--- src/rtl/serial_alu_sequencer.sv ---
// Bit-serial sequencer driving an external combinational 1-bit ALU, LSB first.
// Define SERIAL_ALU_CARRY_IN_EN to add c_in_ext as the initial carry/borrow for word chaining.
module serial_alu_sequencer #(
    parameter int N = 4
) (
    input  logic         clk,
    input  logic         rst,
    input  logic         start,
    input  logic [N-1:0] a_in,
    input  logic [N-1:0] b_in,
    input  logic [2:0]   op_in,
`ifdef SERIAL_ALU_CARRY_IN_EN
    input  logic         c_in_ext,
`endif
    output logic         busy,
    output logic         done,
    output logic [N-1:0] result,
    output logic         carry_out,
    output logic         zero,
    output logic         parity,
    output logic         alu_a,
    output logic         alu_b,
    output logic         alu_c_in,
    output logic [2:0]   alu_op,
    input  logic         alu_o,
    input  logic         alu_c_out
);
    localparam int CW = (N > 1) ? $clog2(N) : 1;

    typedef enum logic [1:0] {IDLE, RUN, DONE} state_t;

    state_t         state;
    logic [N-1:0]   a_sr;
    logic [N-1:0]   b_sr;
    logic [2:0]     op_reg;
    logic           carry;
    logic [CW-1:0]  cnt;
    logic [N-1:0]   res_next;
    logic           carry_init;

`ifdef SERIAL_ALU_CARRY_IN_EN
    assign carry_init = c_in_ext;
`else
    assign carry_init = 1'b0;
`endif

    assign res_next = {alu_o, result[N-1:1]};

    // ALU feed is gated by the registered state, so start never reaches it combinationally.
    assign alu_a    = (state == RUN) & a_sr[0];
    assign alu_b    = (state == RUN) & b_sr[0];
    assign alu_c_in = (state == RUN) & carry;
    assign alu_op   = op_reg;

    always_ff @(posedge clk or posedge rst) begin
        if (rst) begin
            state     <= IDLE;
            busy      <= 1'b0;
            done      <= 1'b0;
            result    <= '0;
            carry_out <= 1'b0;
            zero      <= 1'b1;
            parity    <= 1'b0;
            a_sr      <= '0;
            b_sr      <= '0;
            op_reg    <= '0;
            carry     <= 1'b0;
            cnt       <= '0;
        end else begin
            case (state)
                IDLE: begin
                    if (start) begin
                        state     <= RUN;
                        busy      <= 1'b1;
                        a_sr      <= a_in;
                        b_sr      <= b_in;
                        op_reg    <= op_in;
                        carry     <= carry_init;
                        cnt       <= '0;
                        result    <= '0;
                        carry_out <= 1'b0;
                        zero      <= 1'b1;
                        parity    <= 1'b0;
                    end
                end
                RUN: begin
                    result <= res_next;
                    carry  <= alu_c_out;
                    a_sr   <= a_sr >> 1;
                    b_sr   <= b_sr >> 1;
                    cnt    <= cnt + 1'b1;
                    // Flags are taken from the final shifted word so they are valid with done.
                    if (cnt == CW'(N - 1)) begin
                        state     <= DONE;
                        done      <= 1'b1;
                        carry_out <= alu_c_out;
                        zero      <= ~|res_next;
                        parity    <= ^res_next;
                    end
                end
                DONE: begin
                    state <= IDLE;
                    done  <= 1'b0;
                    busy  <= 1'b0;
                end
                default: state <= IDLE;
            endcase
        end
    end
endmodule
--- config.mk ---
export PLATFORM = sky130hd
export DESIGN_NAME = serial_alu_sequencer
export DESIGN_NICKNAME = d
export VERILOG_FILES = /design/src/rtl/serial_alu_sequencer.sv
export SDC_FILE = /design/constraint.sdc
export NUM_CORES = 1
export LEC_CHECK = 0
export CAP_MARGIN = 30
export CORE_MARGIN = 2
export CORE_UTILIZATION = 46
export CTS_CLUSTER_DIAMETER = 40
export DETAILED_ROUTE_END_ITERATION = 12
export PLACE_DENSITY_LB_ADDON = 0.15
export SLEW_MARGIN = 10
export SYNTH_ARGS = -nofsm -noshare
export SYNTH_HDL_FRONTEND = slang
export SYNTH_SLANG_ARGS = --single-unit
--- constraint.sdc ---
create_clock -name clk -period 1.5 [get_ports clk]
set_input_delay 0.3 -clock clk [delete_from_list [all_inputs] [get_ports clk]]
set_output_delay 0.3 -clock clk [all_outputs]
set_load 0.1 [all_outputs]
==> metrics.log <==
INFO  metric result_of_the_run = complete, but fails checks
INFO  metric violations = negative setup slack
INFO  metric clock_path_buffers = 2
INFO  metric worstPathCellList = and2b_2 -> and2_4 -> buf_12
INFO  metric num_antenna_cells = 0
INFO  metric max_stage_delay = 400 ps
INFO  metric achievable-frequency = 0.629 GHz
INFO  metric tritoncts = done
INFO  metric detail_route.drc_violations = 0
INFO  metric dr.pass1.iters = 4
INFO  metric worstSkewPairLatency = 300 ps
INFO  metric grt_pass1_vias = approximately 850
INFO  metric synth_area = around 1100 um2
INFO  metric routed_wirelength = between 2000 and 2500 um
INFO  metric worst-r2r-setup-slack = 130 ps
INFO  metric critPathArrivalTime = 1290 ps
INFO  metric place_area = 1620 um2
INFO  metric final_nets = 153
INFO  metric post-synth-top-area-cell = sky130_fd_sc_hd__dfrtp_1
INFO  metric hold_viol = 0
INFO  metric worstSetupStartpointType = flop
INFO  metric maxCapViolations = 0
INFO  metric layout.cells.most_common_list = sky130_fd_sc_hd__dfrtp_1, sky130_fd_sc_hd__clkdlybuf4s50_1, sky130_fd_sc_hd__buf_12
INFO  metric overflow = 0
INFO  metric area_growth = 53.1%
INFO  metric start_util = 0.489
INFO  metric tightest_slew = 307 ps
INFO  metric placementRows = 17
INFO  metric hold_class = in2async
INFO  metric synthesis.nets = 112
INFO  metric clkSinkCount = 25
INFO  metric synthTopCellsByArea = sky130_fd_sc_hd__dfrtp_1, sky130_fd_sc_hd__a22o_1, sky130_fd_sc_hd__o21ai_0, sky130_fd_sc_hd__mux2_2, sky130_fd_sc_hd__and2_1
INFO  metric synth.yosys.seq_area_share = 0.574
INFO  metric die_area = 2780 um2
INFO  metric place_hpwl = 1620 um
INFO  metric hold_buffers = 0
INFO  metric num_io_pins = 31
INFO  metric finalCritPeriodShare = 1.06
INFO  metric grt_antenna_before_repair = 0
INFO  metric maxSlewHeadroom = 0.795
INFO  metric stdcell_area = ~1700 um2
INFO  metric die_y = 52.7 um
INFO  metric chipWidth = 52.7 um
INFO  metric netlist_instances = 93
INFO  metric critPathMaxFanout = 5
INFO  metric syn_avg_cell_area = 11.7 um2
INFO  metric detail_route.wl_per_cell = 13.5 um
INFO  metric end_kind = output pin
INFO  metric worstPathRequired = 1200 ps
INFO  metric slowest_stage = sky130_fd_sc_hd__dfrtp_1
INFO  metric cts-buffers-inserted = 3
INFO  metric fraction_of_layout_instances_using_a_drive_strength_above_1 = 0.323
INFO  metric first_pass_grt_wire_length = 3660 um
INFO  metric final_common_cell = sky130_fd_sc_hd__dfrtp_1
INFO  metric ant_nets = 0
INFO  metric via_count = 848
INFO  metric cts.reportedPaths.clkPinSlew = 130 ps
INFO  metric rsz0062_at_grt = true
INFO  metric period_needed = 1590 ps
INFO  metric timing_max_transition_violations_final = 0
INFO  metric cts_htree_levels = 1
INFO  metric worstSetupPathType = reg2out
INFO  metric grt_util_all_layers = 0.181
INFO  metric seq_cells_post_synth = 25
INFO  metric synth-warning-count = 0
INFO  metric fp.coreArea = 2230 um2
INFO  metric finClkSkew = ~1.9 ps
INFO  metric synth.distinct_cells = 23
INFO  metric synth.top_cell.area_share = 0.550
INFO  metric final.setup.worst_slack = -90.0 ps
INFO  metric clock-root-buffer = sky130_fd_sc_hd__clkbuf_4
INFO  metric placement.io_buffers = 30
INFO  metric maximum_number_of_pins_on_one_net_before_global_route_repair = 26
INFO  metric drt-initial-drc-count = 13
INFO  metric finalWeightedCongestion = 0.748
INFO  metric beginning_of_the_worst_register_to_register_path = state[0]$_DFFE_PP0P_
INFO  metric post_drt_via_cell_ratio = 5.27
INFO  metric timing.reg2reg.worst_path_depth = 4
INFO  metric rr_endpoint = alu_op[2]$_DFFE_PP0P_
INFO  metric setup_viol = 3
==> synthesized netlist by cell type (all sizes together) <==
master	number
inv	8
a22oi	3
a31oi	3
o21ai	9
buf	4
mux2	4
nor2	1
nor3b	1
a22o	10
ha	3
dfstp	1
and2b	1
and2	6
nor2b	1
nand3b	1
nand2	8
a21oi	3
xor2	1
o21bai	1
dfrtp	24
==> cell type report <==
type / count / area (um2)
tap: 28 / 35.0
multi-input combinational: 56 / 419
clock buffer: 4 / 26.3
fill: 158 / 561
sequential: 25 / 633
timing repair buffer: 40 / 529
inverter: 8 / 30.0
==> through the flow <==
stage / hold WS [ps] / std cells / worst slack [ps] / util / TNS, ps
6_report: 320 / 161 / -90.0 / 0.749 / -267
5_1_grt: 366 / 161 / -161 / 0.749 / -479
4_1_cts: 324 / 161 / -102 / 0.746 / -407
3_5_place_dp: 466 / 155 / -175 / 0.725 / -1420
3_3_place_gp: 455 / 155 / -142 / 0.725 / -844
2_1_floorplan: 326 / 93 / -42.5 / - / -127
==> sequential cells by signal, indices dropped and copies added (netlist names) <==
| name | flops |
|---|---|
| a_sr | 4 |
| b_sr | 4 |
| result | 4 |
| alu_op | 3 |
| cnt | 2 |
| state | 2 |
| busy | 1 |
| carry | 1 |
| carry_out | 1 |
| done | 1 |
| parity | 1 |
| zero | 1 |
==> routing by layer <==
layer | vias up | track usage | share of wire
li1 | 405 | - | -
met1 | 413 | 0.230 | 0.43
met2 | 28 | 0.306 | 0.51
met3 | 2 | 0.0314 | 0.054
met4 | 0 | 0.0641 | 0.0078
met5 | - | 0 | 0
==> critical path, delay by kind of cell, from the launching register on <==
kind	cells	cell delay, ps
and+or+nand+nor	2	420
DFF	1	400
buffers and inverters	1	160
==> kinds of logic (layout without fill, tap and decap cells) <==
group / count (synthesis) / after routing / synth area share
buffers and inverters: 12 / 52 / 0.0538
muxes: 4 / 4 / 0.0412
adders and majority gates: 3 / 3 / 0.0344
and+or+nand+nor: 19 / 19 / 0.102
AOI/OAI and AO/OA: 29 / 29 / 0.187
DFF: 25 / 25 / 0.574
xor gates and xnor gates: 1 / 1 / 0.00802
==> worst max path at each step <==
stage | startpoint | to | slack [ps] | cells after the start
2_1_floorplan | state[0]$_DFFE_PP0P_ | alu_a | -40 | 3
3_3_place_gp | start | alu_op[1]$_DFFE_PP0P_ | -140 | 3
3_5_place_dp | start | alu_op[1]$_DFFE_PP0P_ | -170 | 3
4_1_cts | state[1]$_DFFE_PP0P_ | alu_a | -100 | 3
5_1_grt | state[1]$_DFFE_PP0P_ | alu_b | -160 | 3
6_report | state[1]$_DFFE_PP0P_ | alu_a | -90 | 3
==> repair_timing <==
action | CTS | global route
setup buffers | 2 | 1
endpoints found under the setup margin | 3 | 7
gates resized for setup | 4 | 2
pin swaps | 3 | 1
cloned | 0 | 0
Power is not shown: default switching activity piles up to over one toggle a cycle in this logic, so the estimate is an artifact.
